`src/rtl/tft_fb_pkg.sv`:
```
// Shared constants and types for the TFT frame-buffer arbiter.
// Holds pixel width, default panel geometry, RGB565 colors and the grant encoding.
package tft_fb_pkg;

    localparam int PIX_W        = 16;
    localparam int H_ACTIVE_DEF = 480;
    localparam int V_ACTIVE_DEF = 272;

    localparam logic [PIX_W-1:0] COLOR_BLACK     = 16'h0000;
    localparam logic [PIX_W-1:0] COLOR_WHITE     = 16'hFFFF;
    localparam logic [PIX_W-1:0] COLOR_RED       = 16'hF800;
    localparam logic [PIX_W-1:0] COLOR_GREEN     = 16'h07E0;
    localparam logic [PIX_W-1:0] COLOR_BLUE      = 16'h001F;
    localparam logic [PIX_W-1:0] UNDERFLOW_COLOR = COLOR_RED;

    typedef enum logic [1:0] {
        GNT_IDLE    = 2'd0,
        GNT_DISP_RD = 2'd1,
        GNT_HOST_WR = 2'd2
    } gnt_e;

endpackage

```
`src/rtl/tft_pix_fifo.sv`:
```
// Show-ahead pixel FIFO: dout is the head entry whenever empty is low.
// Pop on empty and push on full are ignored; flush empties it in one cycle.
module tft_pix_fifo
    import tft_fb_pkg::*;
#(
    parameter int DEPTH = 16,
    parameter int CW    = $clog2(DEPTH) + 1
) (
    input  logic             clk,
    input  logic             rst,
    input  logic             flush,
    input  logic             push,
    input  logic [PIX_W-1:0] din,
    input  logic             pop,
    output logic [PIX_W-1:0] dout,
    output logic [CW-1:0]    count,
    output logic             empty,
    output logic             full
);
    localparam int AW = $clog2(DEPTH);

    logic [PIX_W-1:0] mem_q [DEPTH];
    logic [AW-1:0]    wr_ptr_q, wr_ptr_d;
    logic [AW-1:0]    rd_ptr_q, rd_ptr_d;
    logic [CW-1:0]    count_q, count_d;
    logic             do_push, do_pop;

    assign empty   = (count_q == '0);
    assign full    = (count_q == CW'(DEPTH));
    assign count   = count_q;
    assign dout    = mem_q[rd_ptr_q];
    assign do_push = push && !full;
    assign do_pop  = pop && !empty;

    always_comb begin
        wr_ptr_d = wr_ptr_q;
        rd_ptr_d = rd_ptr_q;
        count_d  = count_q;
        if (flush) begin
            wr_ptr_d = '0;
            rd_ptr_d = '0;
            count_d  = '0;
        end else begin
            if (do_push) wr_ptr_d = wr_ptr_q + 1'b1;
            if (do_pop)  rd_ptr_d = rd_ptr_q + 1'b1;
            if (do_push && !do_pop)      count_d = count_q + 1'b1;
            else if (do_pop && !do_push) count_d = count_q - 1'b1;
        end
    end

    always_ff @(posedge clk or negedge rst) begin
        if (!rst) begin
            wr_ptr_q <= '0;
            rd_ptr_q <= '0;
            count_q  <= '0;
        end else begin
            wr_ptr_q <= wr_ptr_d;
            rd_ptr_q <= rd_ptr_d;
            count_q  <= count_d;
        end
    end

    // Storage needs no reset; entries are only visible after being written.
    always_ff @(posedge clk) begin
        if (do_push && !flush) mem_q[wr_ptr_q] <= din;
    end

endmodule

```
`src/rtl/tft_fb_arb.sv`:
```
// Frame-buffer arbiter: shares single-port frame memory between display prefetch
// and host writes, keeping a pixel FIFO ahead of tft_de.
module tft_fb_arb #(
    parameter int          H_ACTIVE        = tft_fb_pkg::H_ACTIVE_DEF,
    parameter int          V_ACTIVE        = tft_fb_pkg::V_ACTIVE_DEF,
    parameter int          ADDR_W          = 17,
    parameter int          FIFO_DEPTH      = 16,
    parameter int          LOW_WATER       = 8,
    parameter logic [15:0] UNDERFLOW_COLOR = tft_fb_pkg::UNDERFLOW_COLOR
) (
    input  logic              clk,
    input  logic              rst,
    input  logic              vs_in,
    input  logic              de_in,
    output logic [15:0]       pix_out,
    input  logic              wr_req,
    input  logic [ADDR_W-1:0] wr_addr,
    input  logic [15:0]       wr_data,
    output logic              wr_ack,
    output logic              mem_req,
    output logic              mem_we,
    output logic [ADDR_W-1:0] mem_addr,
    output logic [15:0]       mem_wdata,
    input  logic [15:0]       mem_rdata,
    output logic              underflow,
    output logic              fetch_done
);
    import tft_fb_pkg::*;

    localparam int CW    = $clog2(FIFO_DEPTH) + 1;
    localparam int LVL_W = CW + 1;
    localparam logic [ADDR_W:0] TOTAL = (ADDR_W+1)'(H_ACTIVE * V_ACTIVE);

    logic              vs_d_q;
    logic              active_q, active_d;
    logic [ADDR_W:0]   rd_addr_q, rd_addr_d;
    logic              inflight_q, inflight_d;
    logic              fetch_done_q, fetch_done_d;
    logic              underflow_q, underflow_d;

    logic              fs;
    logic              permit;
    logic [LVL_W-1:0]  lvl;
    logic [CW-1:0]     fifo_count;
    logic              fifo_empty, fifo_full;
    logic [15:0]       fifo_dout;
    logic              ret_push;
    gnt_e              gnt;

    assign fs  = vs_in && !vs_d_q;
    assign lvl = {1'b0, fifo_count} + LVL_W'(inflight_q);

    // Fetching stays off after reset until a frame start re-arms it.
    assign permit = active_q && !fetch_done_q && !fifo_full
                    && (lvl < LVL_W'(FIFO_DEPTH));

    // A return landing on frame start belongs to the old frame and is dropped.
    assign ret_push = inflight_q && !fs;

    tft_pix_fifo #(.DEPTH(FIFO_DEPTH), .CW(CW)) u_fifo (
        .clk   (clk),
        .rst   (rst),
        .flush (fs),
        .push  (ret_push),
        .din   (mem_rdata),
        .pop   (de_in && !fs),
        .dout  (fifo_dout),
        .count (fifo_count),
        .empty (fifo_empty),
        .full  (fifo_full)
    );

    always_comb begin
        gnt = GNT_IDLE;
        if (fs)                                       gnt = GNT_IDLE;
        else if (permit && lvl < LVL_W'(LOW_WATER))   gnt = GNT_DISP_RD;
        else if (wr_req)                              gnt = GNT_HOST_WR;
        else if (permit)                              gnt = GNT_DISP_RD;
    end

    always_comb begin
        mem_req   = 1'b0;
        mem_we    = 1'b0;
        mem_addr  = '0;
        mem_wdata = '0;
        wr_ack    = 1'b0;
        case (gnt)
            GNT_DISP_RD: begin
                mem_req  = 1'b1;
                mem_addr = rd_addr_q[ADDR_W-1:0];
            end
            GNT_HOST_WR: begin
                mem_req   = 1'b1;
                mem_we    = 1'b1;
                mem_addr  = wr_addr;
                mem_wdata = wr_data;
                wr_ack    = 1'b1;
            end
            default: ;
        endcase
    end

    always_comb begin
        active_d     = active_q;
        rd_addr_d    = rd_addr_q;
        fetch_done_d = fetch_done_q;
        underflow_d  = underflow_q;
        inflight_d   = (gnt == GNT_DISP_RD);
        if (fs) begin
            active_d     = 1'b1;
            rd_addr_d    = '0;
            fetch_done_d = 1'b0;
            underflow_d  = 1'b0;
        end else begin
            if (gnt == GNT_DISP_RD) begin
                rd_addr_d = rd_addr_q + 1'b1;
                if (rd_addr_q + 1'b1 == TOTAL) fetch_done_d = 1'b1;
            end
            if (de_in && fifo_empty) underflow_d = 1'b1;
        end
    end

    always_ff @(posedge clk or negedge rst) begin
        if (!rst) begin
            vs_d_q       <= 1'b0;
            active_q     <= 1'b0;
            rd_addr_q    <= '0;
            inflight_q   <= 1'b0;
            fetch_done_q <= 1'b0;
            underflow_q  <= 1'b0;
        end else begin
            vs_d_q       <= vs_in;
            active_q     <= active_d;
            rd_addr_q    <= rd_addr_d;
            inflight_q   <= inflight_d;
            fetch_done_q <= fetch_done_d;
            underflow_q  <= underflow_d;
        end
    end

    assign pix_out    = fifo_empty ? UNDERFLOW_COLOR : fifo_dout;
    assign underflow  = underflow_q;
    assign fetch_done = fetch_done_q;

endmodule

```
`config.mk`:
```
export PLATFORM = sky130hd
export DESIGN_NAME = tft_fb_arb
export DESIGN_NICKNAME = d
export VERILOG_FILES = /design/src/rtl/tft_fb_pkg.sv /design/src/rtl/tft_pix_fifo.sv /design/src/rtl/tft_fb_arb.sv
export SDC_FILE = /design/constraint.sdc
export NUM_CORES = 1
export LEC_CHECK = 0
export CAP_MARGIN = 20
export CORE_MARGIN = 1
export CORE_UTILIZATION = 52
export DETAILED_ROUTE_END_ITERATION = 7
export PLACE_DENSITY = 0.75
export SKIP_LAST_GASP = 1
export SLEW_MARGIN = 20
export SYNTH_ARGS = -nofsm -noshare
export SYNTH_HDL_FRONTEND = slang
export SYNTH_SLANG_ARGS = --single-unit
```
`constraint.sdc`:
```
create_clock -name clk -period 2.8 [get_ports clk]
set_clock_uncertainty 0.1 [all_clocks]
set_input_delay 0.42 -clock clk [delete_from_list [all_inputs] [get_ports clk]]
set_output_delay 0.42 -clock clk [all_outputs]
set_load 0.005 [all_outputs]
```
Yosys cells after proc, flatten, opt, wreduce, memory -nomap -nowiden
Memory sizes are Yosys's and may differ from the RTL's.
Index checks and enable logic that the tools add are counted.
{ "word_totals": {"register_bits": 36, "ramBits": 256, "input_bits": 54, "output_inout_bits": 54, "elab_cells": 76, "n_memories": 1} }
{ "memory_table": {"columns": ["memory", "depth", "width", "read_ports", "rd_clocked_by_memory_dff", "write_ports", "line_no", "rtl"], "rows": [
  ["u_fifo.mem_q", 16, 16, 1, 0, 1, "tft_pix_fifo.sv:22", "logic [PIX_W-1:0] mem_q [DEPTH];"]
]} }
{ "classes": {"n_addsub": 6, "n_lt_le_gt_ge": 2, "eq_ne": 4, "muxes": 25, "reduce_logical": 29} }
{ "ops": {"columns": ["operator", "n"], "rows": [
  ["$mux W18", 2],
  ["$pmux W17 S2", 1],
  ["$mux W16", 2],
  ["$add A18 B1 Y18 const B", 1],
  ["$eq A18 B17 Y1 const B", 1],
  ["$mux W4", 4],
  ["$mux W5", 3],
  ["$logic_and A1 B1 Y1", 13],
  ["$mux W1", 10],
  ["$reduce_bool A2 Y1", 5],
  ["$add A4 B1 Y4 const B", 2],
  ["$logic_not A1 Y1", 7],
  ["$add A5 B1 Y6", 1],
  ["$lt A6 B4 Y1 const B", 1],
  ["$lt A6 B5 Y1 const B", 1],
  ["$mux W2", 3],
  ["$add A5 B1 Y5 const B", 1],
  ["$eq A5 B5 Y1 const B", 1],
  ["$logic_not A5 Y1", 1],
  ["$sub A5 B1 Y5 const B", 1],
  ["$reduce_bool A3 Y1", 1],
  ["$eq A2 B1 Y1 const B", 1],
  ["$eq A2 B2 Y1 const B", 1],
  ["$reduce_and A2 Y1", 1],
  ["$reduce_or A2 Y1", 1]
]} }

Depth between registers and ports, before layout
{ "logic_depth": {"word_depth": 11, "ltp_mapped": 11, "mapped_depth_nobuf": 10} }

Hierarchy
From an unflattened synthesis, not the netlist that was laid out.
{ "unflattened": {"hier_cells": 740, "area_unflattened_um2": 12369.4} }
{ "by_module_without_submodules": {"columns": ["module", "n_inst", "cells_each", "area_each_um2", "seq_area_each_um2"], "rows": [
  ["tft_pix_fifo", 1, 511, 10532.6, 8012.7],
  ["tft_fb_arb", 1, 229, 1836.8, 575.6]
]} }

Worst setup path before layout
Ideal clock, no wire load.
{ "synth_path": {"path_type": "register -> output", "start": "register u_fifo.count_q[0], in the netlist u_fifo.count[0]", "end": "output mem_addr[11]", "arrival_time_ns": 2.538, "t_required_ns": 2.280, "slack_ns": -0.258, "stages_incl_launch_ff": 10, "path_cell_list": "dfrtp_1 -> and4_1 -> maj3_1 -> or3_1 -> inv_1 -> ha_1 -> clkbuf_1 -> clkbuf_1 -> a22oi_1 -> nor2_1"} }
{ "synth_between": {"elab_chain_cells": 10, "elab_cells_between_ends": 15, "cone_classes": "1 x add/sub; 2 x order compare; 3 x eq/ne; 5 x mux; 4 x reduce/logical"} }
{ "synth_rtl": {"columns": ["item", "line_no", "rtl"], "rows": [
  ["start, declared", "tft_pix_fifo.sv:25", "logic [CW-1:0] count_q, count_d;"],
  ["start signal, assigned", "tft_pix_fifo.sv:59", "count_q <= count_d;"],
  ["parallel branches: the longest is 6 deep, another holds $add A5 B1 Y6", null, null],
  ["$mux W2 *", "tft_fb_arb.sv:76", "else if (permit && lvl < LVL_W'(LOW_WATER)) gnt = GNT_DISP_RD;"],
  ["$mux W2 *", "tft_fb_arb.sv:75", "if (fs) gnt = GNT_IDLE;"],
  ["$eq A2 B1 Y1 *", null, null],
  ["via inflight_d", "tft_fb_arb.sv:37", "logic inflight_q, inflight_d;"],
  ["$pmux W17 S2 *", "tft_fb_arb.sv:87", "case (gnt)"],
  ["end, declared", "tft_fb_arb.sv:22", "output logic [ADDR_W-1:0] mem_addr,"]
]} }
Mark *: on every way through the listed nets, which the timed path passes.

Worst setup path in the final report
{ "layout_path": {"start": "register inflight_q", "end": "output mem_addr[4]"} }
{ "layout_between": {"elab_chain_cells": 9, "elab_cells_between_ends": 12, "cone_classes": "1 x add/sub; 2 x order compare; 2 x eq/ne; 5 x mux; 2 x reduce/logical"} }
{ "layout_rtl": {"columns": ["item", "line_no", "rtl"], "rows": [
  ["start, declared", "tft_fb_arb.sv:37", null],
  ["start signal, assigned", "tft_fb_arb.sv:135", "inflight_q <= inflight_d;"],
  ["$add A5 B1 Y6 *", "tft_fb_arb.sv:51", "assign lvl = {1'b0, fifo_count} + LVL_W'(inflight_q);"],
  ["$lt A6 B5 Y1", "tft_fb_arb.sv:55", "&& (lvl < LVL_W'(FIFO_DEPTH));"],
  ["$logic_and A1 B1 Y1", "tft_fb_arb.sv:55", null],
  ["$mux W1", "tft_fb_arb.sv:78", "else if (permit) gnt = GNT_DISP_RD;"],
  ["$mux W2", "tft_fb_arb.sv:77", "else if (wr_req) gnt = GNT_HOST_WR;"],
  ["$mux W2 *", "tft_fb_arb.sv:76", null],
  ["$mux W2 *", "tft_fb_arb.sv:75", null],
  ["$eq A2 B2 Y1 / $eq A2 B1 Y1 (equally long branches)", "tft_fb_arb.sv:87", null],
  ["$pmux W17 S2 *", "tft_fb_arb.sv:87", null]
]} }
Mark *: on every way between the ends. The rest lies on a longest branch, timed or not.

==> out/results.tsv <==
metric	value	unit
Synth Instances	751	
area leader, netlist	edfxtp_1	
Max Slew Vio Count	0	
startpoint types	flop	
dpl cell area	14500	um^2
Cell Area, Synth	12400	um^2
IO buf count	107	
CTS tree	done	
failing checks	negative setup slack	
Final Wtd Congestion	0.806	
fin area	16800	um^2
initial antenna violation count	0	
Die W	157	um
Fin. Hold Viols	0	
Via density	6.05	
Post-Syn Nets	818	
worst hold margin	0.355	ns
share of cells above drive strength 1	41.6	%
Final period util	116	%
H-tree depth	1	
EDFF count, synth	256	
Yosys warnings	0	
Final min period	3.24	ns
Clock Latency Late Sink	0.55	ns
Leakage	5.92	nW
max_cap viols	0	
Cell Pwr Density	914	nW/um^2
via count	8037	
first-pass GRT wire length	45200	um
Worst-Margin Slew	0.810	ns
Mean Syn Cell Area	16.6	um^2
commonest non-fill, non-tap cells in the layout	edfxtp_1 (256), buf_4 (82), clkdlybuf4s50_1 (54)	
Final ANT Viol Nets	0	
Max VDD drop	669	uV
data arrival time of the worst path	2.72	ns
TritonRoute pass-1 iters	5	
RSZ-0062 raised after global routing	true	
grt ovf	0	
final setup fails	60	
Crit Path Max Fanout	7	
Die H	157	um
Die ar.	24600	um^2
Core Box Area	23500	um^2
Synth async-reset ratio	12.3	%
Num CTS Buffers	28	
diode count	0	
flops & latches, synth	292	
initial core utilization	53.0	%
synth unique cells	51	
fin nets	1054	
GRT Util Overall	25.1	%
WS Path Type	flop to output pin	
worst hold path class	primary input to flop	
Area Overhead vs Synth	34.8	%
final cell count without fillers	1328	
Max Clk Rate	0.309	GHz
commonest non-fill, non-tap cell in the layout	edfxtp_1	
post-synth top area share	61.8	%
sequential share of the synthesized area	69.0	%
total wire length	32200	um
DR DRC count	0	
status	finished with violations	
DRC violation total after the first TritonRoute iteration	681	
WL/cell	24.2	um
Worst Setup End Kind	output pin	
io pins	108	
vias in the first global route	7810	
CTS sink count	292	
pin count of the biggest net entering global routing	40	
top post-synthesis cells by area	edfxtp_1 (62%), dfrtp_1 (7.2%), mux4_2 (6.2%), mux2i_1 (3.9%), mux4_1 (2.7%)	
CTS clk-pin slew, worst paths	0.07	ns
CTS root buf	clkbuf_16	
pre-CTS setup slack	-0.484	ns
Core Util, Final	71.5	%
clock buffer depth	3	
WP data required	2.28	ns
FP Rows	56	
post-route setup slack	-0.439	ns
slew margin rel.	46.0	%
Placed Cells	1203	
HPWL after DPL	16600	um
leading register cell type out of synthesis	edfxtp_1	
routing by layer:
layer | vias up | share of wire [%] | GRT usage, %
li1 | 3431 | - | -
met4 | 0 | 4.0 | 10.3
met3 | 106 | 8.8 | 4.62
met5 | - | 0 | 0
met1 | 4031 | 37 | 31.8
met2 | 469 | 50 | 42.8
critical path, cell delays in order, from the launching register on:
cell	delay [ns]
dfrtp_1	0.40
and4_4	0.20
maj3_2	0.29
or3_4	0.43
buf_6	0.14
ha_4	0.24
buf_6	0.13
buf_6	0.11
nor2_1	0.10
buf_2	0.12
cell usage after synthesis, types with 2 or more instances:
library cell,count
a21oi_1,8
o221ai_1,11
buf_6,5
xnor2_1,12
a21o_1,3
o22ai_1,11
a211oi_1,14
dfrtp_1,36
nor4_1,4
nand4_1,15
nand3_1,9
o21ai_0,13
inv_1,7
a22oi_1,16
edfxtp_1,256
buf_4,5
buf_2,6
or3_1,3
o31ai_1,3
o32ai_1,11
nor2_1,67
xor2_1,18
mux4_2,34
nand2_1,22
mux2i_1,48
clkbuf_1,30
ha_1,12
or2_1,5
mux4_1,13
nor3_1,10
buf_1,3
clkbuf_4,2
nand2b_1,5
and2_1,17
final cells by class:
type                       instances  area [um^2]
inverter                           7         28.8
sequential                       292         8590
fill                            1388         6700
multi-input combinational        399         4100
clock inverter                    20          275
clock buffer                      32          737
tap                              319          399
timing repair buffer             259         2640
power breakdown:
| group | internal (W) | switching, W | leakage, nW |
|---|---|---|---|
| combinational | 0.00332 | 0.00269 | 2.66 |
| sequential | 0.00500 | 0.000195 | 2.78 |
| clock | 0.00253 | 0.00160 | 0.490 |
state kept, by name (all words and copies together) (netlist names):
name / cells
u_fifo.count: 5
underflow: 1
rd_addr_q: 18
u_fifo.mem_q: 256
fetch_done: 1
inflight_q: 1
active_q: 1
vs_d_q: 1
u_fifo.wr_ptr_q: 4
u_fifo.rd_ptr_q: 4
through the flow:
step	TNS (ns)	power, W
3_5_place_dp	-19.60	0.00949
2_1_floorplan	-0.152	0.00773
6_report	-17.43	0.0153
3_3_place_gp	-17.18	0.00942
4_1_cts	-16.15	0.0148
5_1_grt	-21.42	0.0159
cells by family after synthesis:
| kind of cell | Yosys count | synth area share [%] |
|---|---|---|
| DFF | 292 | 69.0 |
| and+or+nand+nor | 165 | 6.49 |
| muxes | 95 | 12.8 |
| AOI/OAI and AO/OA | 94 | 5.45 |
| buffers and inverters | 60 | 2.60 |
| xor gates and xnor gates | 31 | 2.24 |
| adders and majority gates | 14 | 1.45 |
what timing repair did:
item | 4_1_cts | 5_1_grt
endpoints found under the hold margin | 36 | 0
pin swaps | 79 | 44
endpoints found under the setup margin | 58 | 63
gates resized for setup | 326 | 112
hold buffers | 1 | 0
cloned | 10 | 1
buffers inserted | 50 | 25
worst paths after layout:
check                                 from            endpoint  slack [ns]  cells past startpoint
min in group asynchronous              rst        rd_addr_q[9]        0.42                      2
worst min register to register    active_q            active_q        0.38                      1
worst max register to register  inflight_q          fetch_done       -0.31                     15
worst max-delay path            inflight_q         mem_addr[4]       -0.44                      9
max in group asynchronous              rst  u_fifo.rd_ptr_q[0]        1.59                      2
worst min-delay path                 vs_in              vs_d_q        0.35                      2
No activity file was read; power rests on OpenSTA's default activity.
